File: src/rtl/int_ret_ctrl.sv
// Interrupt/return sequencer: arbitrates int_req, redirects the PC to a vector and
// replays saved return addresses. Define INT_NESTING_EN for priority-based preemption.
module int_ret_ctrl #(
  parameter int                        ADDR_WIDTH_MEM = 16,
  parameter int                        DDR_ADDR_WIDTH = 28,
  parameter int                        NUM_INT        = 4,
  parameter int                        STACK_DEPTH    = 4,
  parameter logic [DDR_ADDR_WIDTH-1:0] VEC_BASE       = 'h0000400,
  parameter int                        VEC_STRIDE     = 64
) (
  input  logic                      clk,
  input  logic                      rst,
  input  logic [NUM_INT-1:0]        int_req,
  output logic [NUM_INT-1:0]        int_ack,
  input  logic                      ins_inp_valid,
  input  logic                      ret_ins,
  input  logic [ADDR_WIDTH_MEM-1:0] addr_cur_ins,
  output logic                      int_o,
  output logic [DDR_ADDR_WIDTH-1:0] jmp_addr_pc,
  output logic                      ret_valid,
  output logic [ADDR_WIDTH_MEM-1:0] ret_addr_pc,
  output logic                      ret_addr_pc_rdy,
  output logic                      stack_empty,
  output logic                      stack_full,
  output logic                      ret_err
);
`ifdef INT_NESTING_EN
  localparam int DEPTH = STACK_DEPTH;
`else
  localparam int DEPTH = (STACK_DEPTH >= 1) ? 1 : 0;
`endif
  localparam int SPW = $clog2(DEPTH + 1);
  localparam int LW  = (NUM_INT > 1) ? $clog2(NUM_INT) : 1;

  typedef enum logic [2:0] {IDLE, PUSH, JUMP, WAIT_JMP, POP, RET_WAIT} state_e;

  state_e                    state_q;
  logic [SPW-1:0]            sp_q;
  logic [LW-1:0]             idx_q;
  logic [NUM_INT-1:0]        ack_q;
  logic                      int_q, ret_valid_q, rdy_q, empty_q, full_q, err_q, ret_pend_q;
  logic [DDR_ADDR_WIDTH-1:0] jmp_q;
  logic [ADDR_WIDTH_MEM-1:0] ret_addr_q;

  logic [LW-1:0]             req_idx;
  logic                      req_any, eligible;
  logic [ADDR_WIDTH_MEM-1:0] top_addr;
  logic [DDR_ADDR_WIDTH-1:0] vec_addr;

  always_comb begin
    req_idx = '0;
    req_any = 1'b0;
    for (int i = NUM_INT - 1; i >= 0; i--) begin
      if (int_req[i]) begin
        req_idx = LW'(i);
        req_any = 1'b1;
      end
    end
  end

`ifdef INT_NESTING_EN
  localparam int IW = $clog2(STACK_DEPTH);
  logic [ADDR_WIDTH_MEM-1:0] stk_addr_q [STACK_DEPTH];
  logic [LW-1:0]             stk_lvl_q  [STACK_DEPTH];
  logic [IW-1:0]             top_idx;

  assign top_idx  = IW'(sp_q - 1'b1);
  assign top_addr = stk_addr_q[top_idx];
  // The active level is the top entry's level, so a pop restores the one below.
  assign eligible = req_any && ((sp_q == '0) || (req_idx < stk_lvl_q[top_idx]));

  always_ff @(posedge clk) begin
    if (state_q == PUSH) begin
      stk_addr_q[sp_q[IW-1:0]] <= addr_cur_ins;
      stk_lvl_q[sp_q[IW-1:0]]  <= idx_q;
    end
  end
`else
  logic [ADDR_WIDTH_MEM-1:0] stk_addr_q;

  assign top_addr = stk_addr_q;
  assign eligible = req_any && (sp_q == '0);

  always_ff @(posedge clk) begin
    if (state_q == PUSH) stk_addr_q <= addr_cur_ins;
  end
`endif

  assign vec_addr = VEC_BASE + DDR_ADDR_WIDTH'(idx_q) * DDR_ADDR_WIDTH'(VEC_STRIDE);

  always_ff @(posedge clk or negedge rst) begin
    if (!rst) begin
      state_q     <= IDLE;
      sp_q        <= '0;
      idx_q       <= '0;
      ack_q       <= '0;
      int_q       <= 1'b0;
      jmp_q       <= '0;
      ret_valid_q <= 1'b0;
      ret_addr_q  <= '0;
      rdy_q       <= 1'b0;
      empty_q     <= 1'b1;
      full_q      <= 1'b0;
      err_q       <= 1'b0;
      ret_pend_q  <= 1'b0;
    end else begin
      ack_q <= '0;
      int_q <= 1'b0;
      if (ret_ins && state_q != IDLE) ret_pend_q <= 1'b1;
      case (state_q)
        IDLE: begin
          if (ret_ins || ret_pend_q) begin
            ret_pend_q <= 1'b0;
            state_q    <= POP;
          end else if (ins_inp_valid && eligible && !full_q) begin
            idx_q   <= req_idx;
            ack_q   <= NUM_INT'(1) << req_idx;
            state_q <= PUSH;
          end
        end
        PUSH: begin
          sp_q    <= sp_q + 1'b1;
          empty_q <= 1'b0;
          full_q  <= (sp_q == SPW'(DEPTH - 1));
          jmp_q   <= vec_addr;
          int_q   <= 1'b1;
          state_q <= JUMP;
        end
        JUMP: state_q <= WAIT_JMP;
        WAIT_JMP: if (ins_inp_valid) state_q <= IDLE;
        POP: begin
          if (!empty_q) begin
            sp_q        <= sp_q - 1'b1;
            empty_q     <= (sp_q == SPW'(1));
            full_q      <= 1'b0;
            ret_addr_q  <= top_addr;
            ret_valid_q <= 1'b1;
            state_q     <= RET_WAIT;
          end else begin
            err_q   <= 1'b1;
            state_q <= IDLE;
          end
        end
        RET_WAIT: begin
          if (ins_inp_valid) begin
            ret_valid_q <= 1'b0;
            rdy_q       <= 1'b0;
            state_q     <= IDLE;
          end else begin
            rdy_q <= 1'b1;
          end
        end
        default: state_q <= IDLE;
      endcase
    end
  end

  assign int_ack         = ack_q;
  assign int_o           = int_q;
  assign jmp_addr_pc     = jmp_q;
  assign ret_valid       = ret_valid_q;
  assign ret_addr_pc     = ret_addr_q;
  assign ret_addr_pc_rdy = rdy_q;
  assign stack_empty     = empty_q;
  assign stack_full      = full_q;
  assign ret_err         = err_q;
endmodule
File: config.mk
export PLATFORM = sky130hd
export DESIGN_NAME = int_ret_ctrl
export DESIGN_NICKNAME = d
export VERILOG_FILES = /design/src/rtl/int_ret_ctrl.sv
export SDC_FILE = /design/constraint.sdc
export NUM_CORES = 1
export LEC_CHECK = 0
export CORE_ASPECT_RATIO = 0.75
export CORE_MARGIN = 1.5
export CORE_UTILIZATION = 42
export CTS_BUF_LIST = sky130_fd_sc_hd__clkbuf_4
export CTS_CLUSTER_DIAMETER = 30
export DETAILED_ROUTE_END_ITERATION = 7
export PLACE_DENSITY = 0.78
export SYNTH_ARGS = -nofsm -noshare
export SYNTH_HDL_FRONTEND = slang
export SYNTH_SLANG_ARGS = --single-unit
File: constraint.sdc
create_clock -name clk -period 2 [get_ports clk]
set_input_delay 0.6 -clock clk [delete_from_list [all_inputs] [get_ports clk]]
set_output_delay 0.6 -clock clk [all_outputs]
set_load 0.05 [all_outputs]
* After elaboration in Yosys (flattened, before gate mapping)
Index checks and enable logic that the tools add are counted.
** Storage, ports and cells
- Bits in registers :: 77
- Input port bits :: 24
- Output and inout bits :: 54
- Logic and storage cells :: 77
** Operators by class
- Add/subtract/negate cells :: 3
- Equal/unequal tests :: 9
- Shift-type cells :: 1
- Mux-type cells :: 30
- Bitwise gates (word level) :: 3
- Reduce and logical (&&, ||, !) cells :: 17
** Operator list (count)
- 3-bit one-hot mux with 5 select lines :: 1
- 1-bit 2-to-1 mux :: 14
- 11-bit by 8-bit adder with 12-bit output, first input constant :: 1
- 3-bit 2-to-1 mux :: 4
- 4-bit 2-to-1 mux :: 3
- 2-bit 2-to-1 mux :: 4
- 1-bit one-hot mux with 2 select lines :: 4
- 2-bit AND reduction :: 4
- 3-bit by 2-bit equality test with 1-bit output, second input constant :: 2
- 3-bit equality test, second input constant :: 2
- 3-bit AND reduction :: 2
- 1-bit logical AND :: 4
- 2-bit != test, second input constant :: 2
- 2-bit nonzero test :: 2
- 1-bit by 2-bit << shifter with 4-bit output, first input constant :: 1
- 3-bit by 1-bit equality test with 1-bit output, second input constant :: 1
- 3-bit logical NOT :: 1
- 3-bit != test, second input constant :: 1
- 1-bit inverter :: 3
- 3-bit nonzero test :: 1
- 2-bit by 1-bit != test with 1-bit output, second input constant :: 1
- 2-bit OR reduction :: 1
- 1-bit adder, second input constant :: 1
- 1-bit logical NOT :: 1
- 2 further kinds :: 2

* Logic depth before layout (Yosys ltp)
Gate-level depths: netlist of the first run.
- Word-level depth :: 10
- Gate-level depth with buffers :: 5
- Depth with buffers taken out :: 3

* Worst setup path before layout of the first run
No wires, ideal clock.
- Path kind :: register -> register
- Start :: reg state_q[1]
- End :: reg jmp_q[6] (netlist: jmp_addr_pc[6])
- Setup time :: 0.125 ns
- Arrival time :: 1.852 ns
- Required time :: 1.875 ns
- Path slack :: 0.024 ns
- Cell stages (with the launch flop) :: 4
- Buffers on the path :: 1
- Clock period less this slack :: 1.976 ns
- Cell sequence :: dfrtp_1 buf_6 nor3b_2 mux2_2
** Between the ends
- Word-level cells in the longest chain between the ends :: 1
** RTL lines
- start, declared :: RTL line 37 : state_e state_q;
- start signal, assigned :: RTL line 93 : state_q <= IDLE;
- start signal, assigned :: RTL line 114 : state_q <= POP;
- start signal, assigned :: RTL line 118 : state_q <= PUSH;
- 3-bit by 1-bit equality test with 1-bit output :: RTL line 110 : case (state_q)
- end signal, assigned :: RTL line 125 : jmp_q <= vec_addr;
- end, declared :: RTL line 42 : logic [DDR_ADDR_WIDTH-1:0] jmp_q;
No other way between the ends.
A chain may end at the register's enable or synchronous reset.

* Worst setup path after layout of the first run
- Start :: in int_req[0]
- End :: reg state_q[0]
** Between the ends
- Word-level cells in the longest chain between the ends :: 6
** RTL lines
- start, declared :: RTL line 13 : input logic [NUM_INT-1:0] int_req,
- 1-bit 2-to-1 mux :: RTL line 54 : if (int_req[i]) begin
- 1-bit logical AND :: RTL line 82 : assign eligible = req_any && (sp_q == '0);
- 1-bit logical AND (2 in a row) :: RTL line 115 : end else if (ins_inp_valid && eligible && !full_q) begin
- 3-bit != test (no source line)
- 2-bit AND reduction (no source line)
- end signal, assigned :: RTL line 114
- end signal, assigned :: RTL line 118
- end signal, assigned :: RTL line 127 : state_q <= JUMP;
No other way between the ends.

==> metrics.md, run 1 <==
| Metric | Value |
|---|---|
| Status | `finished clean` |
| Max Fclk | `around 550 MHz` |
| Endpoint type of the worst setup path | `register` |
| Wirelength per Cell | `12.5 um` |
| Top-count cell post-synth | `dfrtp_1` |
| DRT antenna net count | `0` |
| Row count | `22` |
| Post-synth EDFFs | `16` |
| Post-CTS Hold Fix Bufs | `0` |
| CTS Sinks | `52` |
| Clk Latency, worst-skew pair | `0.35 ns` |
| Post-Syn Area | `2210 sq um` |
| Die X-Extent | `86.7 um` |
| Die area | `~5700 sq um` |
| Top cells by count, synth | `35 x dfrtp_1, 28 x buf_4, 16 x edfxtp_1, 15 x mux2_2, 7 x nor2_1` |
| CTS-repair resized insts | `0` |
| P&R area growth vs syn | `26.6%` |
| Crit start category | `input port` |
| Final #Nets | `246` |
| Max-slew headroom | `66.8%` |
| RSZ-0062 raised after global routing | `false` |
| Main area contributors after synthesis | `dfrtp_1 40%, edfxtp_1 22%, buf_4 9.5%` |
| Total GRT Usage | `roughly 14%` |
| Max_cap viols | `0` |
| CP arrival | `2.06 ns` |
| Post-layout minimum cycle time | `between 1.5 and 2 ns` |
| Ys flop type | `dfrtp_1` |
| Pwr per Cell Area | `roughly 1600 nW/um^2` |
| CP Data Required Time | `2.24 ns` |
| Port Buffers | `52` |
| Global-route wire length before repair | `6060 um` |
| Inserted Diodes | `0` |
| Critical Path Fanout Max | `2` |
| Number of global-route vias before repair | `between 1,000 and 1,500` |
| Worst R2R Setup Slack | `0.34 ns` |
| Hold Path Class | `input port to async pin` |
| Core Area | `4980 sq um` |
| Clk root buf | `clkbuf_4` |
| Leading area contributor after synthesis | `dfrtp_1` |
| DR vias/cell | `4.46` |
| DRT Pass-1 Iters | `4` |
| Antenna violations before repair | `0` |
| Register area share after synthesis | `62.6%` |
| Least-Margin Pin Slew | `0.494 ns` |
| Setup TNS | `0 ns` |
| Area share of the largest cell type after synthesis | `39.7%` |
| Clock Pin Slew Worst Setup and Hold Paths | `0.14 ns` |
| Synth Instances | `156` |
| Layout cells sized above 1 | `33.6%` |
| Async SR Flop Fraction | `69.2%` |
| Pins Over Slew Limit | `0` |
| Worst setup path class | `input port to register` |
| Total global routing overflow | `0` |
| Period utilisation layout | `91.2%` |
| Initial Utilization | `44.3%` |
| WL final | `3680 um` |
| Fin util | `56.1%` |
| Placed wire-length estimate | `2720 um` |
| Vert. Die Dim | `65.8 um` |
| CTS tree | `yes` |
| Clock Skew | `0.00814 ns` |
| Clk buf depth | `2` |
| Register bit total from synthesis | `52` |
| Fillers | `438` |
| Pleak | `1.23 nW` |
| Vias | `1,317` |
| Largest net degree at the start of global routing | `18` |
| Hold Fails Final Rpt | `0` |
| Netlist cell types | `41` |
| Post-route DRC | `0` |
| Setup violations, final | `0` |
| CTS Buf Count | `5` |
| Initial DRC count | `37` |
| Syn Area/Cell | `14.2 sq um` |
| Post-CTS setup buffer count | `0` |
| # IOs | `78` |
| YS warnings | `0` |
| Routability congestion estimate | `between 0.7 and 0.8` |
| Maximum level of the CTS H-tree | `2` |
| Peak supply drop | `between 0.0007 and 0.0008 V` |
-- layout make-up --
cell class / count / area [sq um] / share of cell area, %
Tap cell: 72 / 90.1 / 3.22
Clock buffer: 6 / 45.0 / 1.61
Multi-Input combinational cell: 94 / 674 / 24.1
Inverter: 4 / 15.0 / 0.537
Timing Repair Buffer: 65 / 553 / 19.8
Sequential cell: 52 / 1380 / 49.5
Clock inverter: 2 / 35.0 / 1.25
-- flip-flops by register name (all words and copies together) (netlist names) --
name and flops:
idx_q 2, jmp_addr_pc 3, stack_empty 1, ret_valid 1
state_q 3, ret_addr_pc_rdy 1, int_o 1, ret_addr_pc 16
ret_pend_q 1, stack_full 1, stk_addr_q 16, sp_q 1
ret_err 1, int_ack 4
-- layout by cell type, fill, tap and decap left out, drive strengths merged, types with 2 or more instances in the layout --
master	n
mux2	19
nor2	7
nand2b	2
and3	3
nand2	2
mux2i	2
inv	4
clkbuf	6
nor3	3
dfrtp	35
o21ai	2
edfxtp	16
conb	25
nand3b	2
buf	43
a21oi	4
clkdlybuf4s50	22
nor3b	2
-- worst paths after layout --
check,start,end,depth (start not counted)
max in group asynchronous,rst,stack_empty,2
worst max register to register,state_q[1],ret_addr_pc[3],3
min in group clk,stk_addr_q[14],ret_addr_pc[14],1
worst max-delay path,int_req[0],state_q[0],4
worst min-delay path,rst,state_q[0],1
worst min register to register,stk_addr_q[14],ret_addr_pc[14],1
-- report_power, final --
group	internal (mW)	leakage (nW)	switching, mW
sequential	1.51	0.576	0.283
clock	0.276	0.0456	0.303
combinational	0.769	0.608	1.38
total	2.55	1.23	1.97
-- metal layers --
metal	vias up	GRT usage (%)	wire [um]
met2	37	23.2	1820
li1	635	-	-
met3	2	4.00	150
met5	-	0	0
met4	0	4.23	18
met1	643	18.2	1690
-- logic make-up after synthesis --
group | Yosys count | share of synthesized area (%)
and+or+nand+nor | 30 | 8.84
xor gates and xnor gates | 1 | 0.397
DFF | 52 | 62.6
muxes | 21 | 10.6
buffers and inverters | 34 | 11.2
other | 1 | 0.170
AOI/OAI and AO/OA | 17 | 6.18
-- metrics by stage --
| stage | std cells | worst slack [ns] | instance area, sq um | hold WS, ns | total power, mW |
|---|---|---|---|---|---|
| floorplan | 180 | 0.0238 | 2300 | 0.304 | 3.36 |
| global placement | 287 | -0.183 | 2720 | 0.443 | 3.95 |
| detailed placement | 287 | -0.206 | 2720 | 0.450 | 3.99 |
| CTS | 295 | 0.191 | 2800 | 0.125 | 4.57 |
| global route | 295 | 0.138 | 2800 | 0.113 | 4.78 |
| finish | 295 | 0.177 | 2800 | 0.131 | 4.52 |
-- critical path, stage by stage --
cell and delay [ns]:
clkdlybuf4s50_1 0.42, or4_4 0.55, a2111oi_2 0.40, o41ai_2 0.09
(Power assumes the default switching activity.)
==> run 2, diff against run 1 <==
--- a/config.mk
+++ b/config.mk
@@ -11,6 +11,7 @@
 export CTS_BUF_LIST = sky130_fd_sc_hd__clkbuf_4
 export CTS_CLUSTER_DIAMETER = 30
 export DETAILED_ROUTE_END_ITERATION = 7
+export MAX_ROUTING_LAYER = met4
 export PLACE_DENSITY = 0.78
 export SYNTH_ARGS = -nofsm -noshare
 export SYNTH_HDL_FRONTEND = slang
==> run 2 against run 1 <==
Sequential share of layout area unchanged. Core utilization unchanged. First-iteration DRC count down 19%. Largest power group unchanged.
==> metrics.md, run 2 (synthesis results as in run 1) <==
| Metric | Value |
|---|---|
| Pwr per Cell Area | `1620 nW/um^2 (about the same)` |
| Inserted Diodes | `0 (unchanged)` |
| RSZ-0062 raised after global routing | `false` |
| Overall power | `4.52 mW (about the same)` |
| Period utilisation layout | `91.2% (about the same)` |
| Initial DRC count | `30 (-19%)` |
| P&R area growth vs syn | `26.6% (unchanged)` |
| Endpoint type of the worst setup path | `register` |
| Critical Path Fanout Max | `2 (unchanged)` |
| Fin cells | `295 (unchanged)` |
| Pins Over Slew Limit | `0 (unchanged)` |
| Setup violations, final | `0 (unchanged)` |
| Crit start category | `input port` |
| Post-CTS Hold Fix Bufs | `0 (unchanged)` |
| CP arrival | `2.06 ns (about the same)` |
| Fillers | `438 (unchanged)` |
| Placed Cells | `287 (unchanged)` |
| Clock Pin Slew Worst Setup and Hold Paths | `0.14 ns (about the same)` |
| Critical R2R Launch | `state_q[1]` |
| DRT antenna net count | `0 (unchanged)` |
| Post-layout minimum cycle time | `1.82 ns (-0.0000460 ns)` |
| Routability congestion estimate | `0.780 (+1.4%)` |
| Global-route wire length before repair | `6050 um (-0.12%)` |
| WL final | `3680 um (about the same)` |
| DRT Pass-1 Iters | `4 (unchanged)` |
| Clk root buf | `clkbuf_4` |
| Multi-input logic area | `674 sq um (unchanged)` |
| Row count | `22 (unchanged)` |
| Hold Fails Final Rpt | `0 (unchanged)` |
| Number of global-route vias before repair | `1,245 (+0.16%)` |
| Total GRT Usage | `14.5% (+0.42 points)` |
| Hold Path Class | `input port to async pin` |
| FF+latch area | `1380 sq um (unchanged)` |
| CTS Buf Count | `5 (unchanged)` |
| Most common cell after layout, fill and taps aside | `buf_4` |
| CTS Sinks | `52 (unchanged)` |
| Post-CTS setup buffer count | `0 (unchanged)` |
| Initial Utilization | `44.3% (unchanged)` |
| Maximum level of the CTS H-tree | `2 (unchanged)` |
| CTS-repair resized insts | `0 (unchanged)` |
| Total global routing overflow | `0 (unchanged)` |
| CTS tree | `yes` |
| Max Fclk | `548 MHz (about the same)` |
| Vert. Die Dim | `65.8 um (unchanged)` |
| DR vias/cell | `4.46 (about the same)` |
| Pleak | `1.23 nW (unchanged)` |
| Setup crit start | `int_req[0]` |
| Layout cells sized above 1 | `33.6% (unchanged)` |
| Largest net degree at the start of global routing | `18 (unchanged)` |
| Most frequent cells in the layout | `41 x buf_4, 35 x dfrtp_1, 25 x conb_1` |
| Placed wire-length estimate | `2720 um (unchanged)` |
| Max_cap viols | `0 (unchanged)` |
| Peak supply drop | `0.000714 V (about the same)` |
| Clock Skew | `0.00815 ns (+0.0000108 ns)` |
| CP Data Required Time | `2.24 ns (about the same)` |
| Worst setup path class | `input port to register` |
| # IOs | `78 (unchanged)` |
| Final #Nets | `246 (unchanged)` |
| Vias | `1,316 (-0.076%)` |
| Port Buffers | `52 (unchanged)` |
| Clk buf depth | `2 (unchanged)` |
| Core Area | `4980 sq um (unchanged)` |
| Die area | `5710 sq um (unchanged)` |
| Post-route DRC | `0 (unchanged)` |
| Status | `finished clean` |
| Die X-Extent | `86.7 um (unchanged)` |
| Fin util | `56.1% (unchanged)` |
| Clk Latency, worst-skew pair | `0.35 ns (about the same)` |
| Wirelength per Cell | `12.5 um (about the same)` |
| Antenna violations before repair | `0 (unchanged)` |
run 2: cell counts in the layout (fill, tap and decap cells not counted):
No cell type changed its count.
run 2: power by group:
group | leakage (nW) | internal (mW) | total (mW) | switching (mW)
Clock | 0.0456 | 0.276 | 0.580 | 0.303
Combinational | 0.608 | 0.769 | 2.15 | 1.38
Sequential | 0.576 | 1.51 | 1.79 | 0.283
Total | 1.23 | 2.55 | 4.52 | 1.97
run 2: layout make-up:
class / count / area share [%]
Sequential cell: 52 / 49.5
Clock buffer: 6 / 1.61
Timing Repair Buffer: 65 / 19.8
Multi-Input combinational cell: 94 / 24.1
Inverter: 4 / 0.537
Clock inverter: 2 / 1.25
Tap cell: 72 / 3.22
run 2: stage by stage:
stage / hold slack, ns / cell area (sq um) / setup slack (ns) / TNS, ns
2_1_floorplan: 0.304 / 2300 / 0.0238 / 0
3_3_place_gp: 0.443 / 2720 / -0.183 / -0.311
3_5_place_dp: 0.450 / 2720 / -0.206 / -0.360
4_1_cts: 0.125 / 2800 / 0.191 / 0
5_1_grt: 0.113 / 2800 / 0.138 / 0
6_report: 0.131 / 2800 / 0.177 / 0
run 2: path summary, 6_finish.rpt:
kind	end	slack, ns	cells past startpoint
worst min-delay path	state_q[0]	0.13	1
max in group asynchronous	stack_empty	1.30	2
worst min register to register	ret_addr_pc[14]	0.48	1
worst max-delay path	state_q[0]	0.18	4
worst max register to register	ret_addr_pc[3]	0.34	3
min in group clk	ret_addr_pc[14]	0.48	1
run 2: metal layers:
metal / share of wire, % / vias to the layer above / global-route usage, %
met5: 0 / - / -
met4: 0.49 / 0 / 4.23
met3: 3.6 / 2 / 3.75
met2: 50 / 36 / 23.1
met1: 46 / 643 / 18.5
li1: - / 635 / -
run 2: critical path, cell delays in order:
cell,delay [ns]
clkdlybuf4s50_1,0.42
or4_4,0.55
a2111oi_2,0.40
o41ai_2,0.09
==> run 3, diff against run 2 <==
--- a/config.mk
+++ b/config.mk
@@ -7,12 +7,12 @@
 export LEC_CHECK = 0
 export CORE_ASPECT_RATIO = 0.75
 export CORE_MARGIN = 1.5
-export CORE_UTILIZATION = 42
+export CORE_UTILIZATION = 50
 export CTS_BUF_LIST = sky130_fd_sc_hd__clkbuf_4
 export CTS_CLUSTER_DIAMETER = 30
 export DETAILED_ROUTE_END_ITERATION = 7
 export MAX_ROUTING_LAYER = met4
-export PLACE_DENSITY = 0.78
+export PLACE_DENSITY = 0.88
 export SYNTH_ARGS = -nofsm -noshare
 export SYNTH_HDL_FRONTEND = slang
 export SYNTH_SLANG_ARGS = --single-unit
==> constraint.sdc (replaced) <==
create_clock -name clk -period 2.1 [get_ports clk]
set_input_delay 0.63 -clock clk [delete_from_list [all_inputs] [get_ports clk]]
set_output_delay 0.63 -clock clk [all_outputs]
set_load 0.05 [all_outputs]
==> run 3 against run 2 <==
Register-to-register slack better by 0.03 ns. Critical endpoint is now ret_addr_pc[14]. Sequential share of layout area up 0.92 points. Power down 7.9%. Worst setup slack better by 0.035 ns. Sequential cell count unchanged. Core utilization up 10 points. Wire length up 3.8%. Via count up 0.53%. Global-route usage up 3.4 points. Cell count down 6.8%.
==> metrics.md, run 3 (synthesis results as in run 1) <==
| Metric | Value |
|---|---|
| Status | `finished clean` |
| Max-slew headroom | `60.4%` |
| Fin util | `66.1% (+10 points)` |
| Max Fclk | `530 MHz` |
| Pwr per Cell Area | `1520 nW/um^2 (-6.2%)` |
| Vert. Die Dim | `60.6 um (-8.0%)` |
| Post-layout minimum cycle time | `1.89 ns` |
| Cell family with most CP delay | `buffers and inverters` |
| Die area | `4830 sq um (-15%)` |
| DR vias/cell | `4.81 (+7.8%)` |
| Setup violations, final | `0 (unchanged)` |
| Final #Nets | `243 (-1.2%)` |
| Global-route wire length before repair | `6160 um (+1.8%)` |
| Fin worst setup slack | `0.212 ns (+0.0349 ns)` |
| Row count | `20 (-9.1%)` |
| Clock Pin Slew Worst Setup and Hold Paths | `0.14 ns (about the same)` |
| Initial DRC count | `54 (+80%)` |
| Routability congestion estimate | `0.760 (-2.6%)` |
| Critical R2R Launch | `state_q[2]` |
| WL final | `3830 um (+3.8%)` |
| Worst setup path class | `register to output pin` |
| Number of global-route vias before repair | `1,285 (+3.2%)` |
| # IOs | `78 (unchanged)` |
| DRT Pass-1 Iters | `4 (unchanged)` |
| Clock Skew | `0.00989 ns (+0.00174 ns)` |
| Setup TNS | `0 ns (unchanged)` |
| Placed Cells | `267 (-7.0%)` |
| Total global routing overflow | `0 (unchanged)` |
| Reg2Reg Depth | `3 (unchanged)` |
| Pleak | `1.22 nW (-0.51%)` |
| CP Buf/Inv Count | `1 (unchanged)` |
| Port Buffers | `52 (unchanged)` |
| Total GRT Usage | `17.9% (+3.4 points)` |
| Most frequent cells in the layout | `35 x dfrtp_1, 26 x buf_4, 25 x conb_1` |
| Crit start category | `register` |
| Layout cells sized above 1 | `27.3% (-6.4 points)` |
| Vias | `1,323 (+0.53%)` |
| Post-Place Setup Slack | `-0.148 ns (+0.0578 ns)` |
| CTS Sinks | `52 (unchanged)` |
| CP Cell Sequence | `dlygate4sd2_1` |
| Initial Utilization | `53.2% (+8.8 points)` |
| RSZ-0062 raised after global routing | `false` |
| DRT antenna net count | `0 (unchanged)` |
| Met2 GRT Util | `28.8% (+5.7 points)` |
| CTS Buf Count | `5 (unchanged)` |
| Critical Path Fanout Max | `2 (unchanged)` |
| Most common cell after layout, fill and taps aside | `dfrtp_1` |
| Post-route DRC | `0 (unchanged)` |
| Die X-Extent | `79.7 um (-8.1%)` |
| Largest net degree at the start of global routing | `27 (+9)` |
| Placed Area | `2700 sq um (-0.51%)` |
| CTS tree | `yes` |
| Post-route cell area | `2740 sq um (-1.8%)` |
| Busiest grt layer | `met2` |
| Worst R2R Setup Slack | `0.37 ns (+0.03 ns)` |
| Endpoint type of the worst setup path | `output pin` |
| CP arrival | `1.26 ns (-0.80 ns)` |
| Clk buf depth | `2 (unchanged)` |
| CP Data Required Time | `1.47 ns (-0.77 ns)` |
| Fin cells | `275 (-6.8%)` |
| Global-route track usage on met1 | `23.0% (+4.5 points)` |
| Least-Margin Pin Slew | `0.593 ns` |
| P&R area growth vs syn | `24.2%` |
| Worst r2r dst | `ret_addr_pc[15]` |
| Post-CTS setup buffer count | `0 (unchanged)` |
| Max_cap viols | `0 (unchanged)` |
| Slowest CP cell | `dlygate4sd2_1` |
| Placed wire-length estimate | `2810 um (+3.2%)` |
| Hold Path Class | `input port to async pin` |
| Core Area | `4150 sq um (-17%)` |
| Peak supply drop | `0.000791 V (+11%)` |
| Maximum single-stage delay on the critical path | `0.54 ns (about the same)` |
| Inserted Diodes | `0 (unchanged)` |
| Clk root buf | `clkbuf_4` |
| Fillers | `328 (-25%)` |
| Period utilisation layout | `89.9%` |
| Maximum level of the CTS H-tree | `2 (unchanged)` |
| Antenna violations before repair | `0 (unchanged)` |
| Global Route met3 Usage | `4.06% (+0.31 points)` |
| Clk Latency, worst-skew pair | `0.36 ns (about the same)` |
| Wirelength per Cell | `13.9 um (+11%)` |
| Hold Fails Final Rpt | `0 (unchanged)` |
| Pins Over Slew Limit | `0 (unchanged)` |
[run 3: cell types whose count changed in the layout (fill, tap and decap cells not counted)]
| cell | previous run | this run |
|---|---|---|
| bufinv_16 | 1 | 0 |
| dlygate4sd2_1 | 0 | 12 |
| clkbuf_4 | 6 | 7 |
| buf_4 | 41 | 26 |
[run 3: area by class of cell]
| class | instances | area, sq um | share of cell area [%] |
|---|---|---|---|
| Tap cell | 55 | 68.8 | 2.51 |
| Clock buffer | 7 | 52.6 | 1.92 |
| Sequential cell | 52 | 1380 | 50.4 |
| Multi-Input combinational cell | 94 | 674 | 24.6 |
| Timing Repair Buffer | 62 | 546 | 19.9 |
| Inverter | 4 | 15.0 | 0.547 |
| Clock inverter | 1 | 5.00 | 0.182 |
[run 3: report_power, final]
| group | switching, mW | internal, mW | leakage (nW) |
|---|---|---|---|
| Combinational | 1.29 | 0.686 | 0.612 |
| Sequential | 0.308 | 1.43 | 0.576 |
| Clock | 0.288 | 0.157 | 0.0361 |
[run 3: worst max path at each step]
stage	end	cells past startpoint	slack, ns	start
floorplan	jmp_addr_pc[6]	3	0.12	state_q[1]
global placement	state_q[0]	4	-0.14	int_req[0]
detailed placement	state_q[0]	4	-0.15	int_req[0]
CTS	ret_addr_pc[14]	1	0.19	ret_addr_pc[14]
global route	ret_addr_pc[14]	1	0.14	ret_addr_pc[14]
finish	ret_addr_pc[14]	1	0.21	ret_addr_pc[14]
[run 3: repair_timing]
action,CTS,global route
hold buffers,0,0
endpoints found under the setup margin,12,0
gates resized for setup,12,0
hold endpoints to repair,0,0
[run 3: routing by layer]
| layer | routed length (um) | vias up |
|---|---|---|
| met3 | 218 | 4 |
| met5 | 0 | - |
| met4 | 40 | 0 |
| met2 | 1800 | 50 |
| li1 | - | 629 |
| met1 | 1770 | 640 |
[run 3: stage by stage]
step	hold WS (ns)	power (mW)
floorplan	0.334	3.20
global placement	0.445	3.76
detailed placement	0.455	3.81
CTS	0.263	4.20
global route	0.280	4.38
finish	0.247	4.16
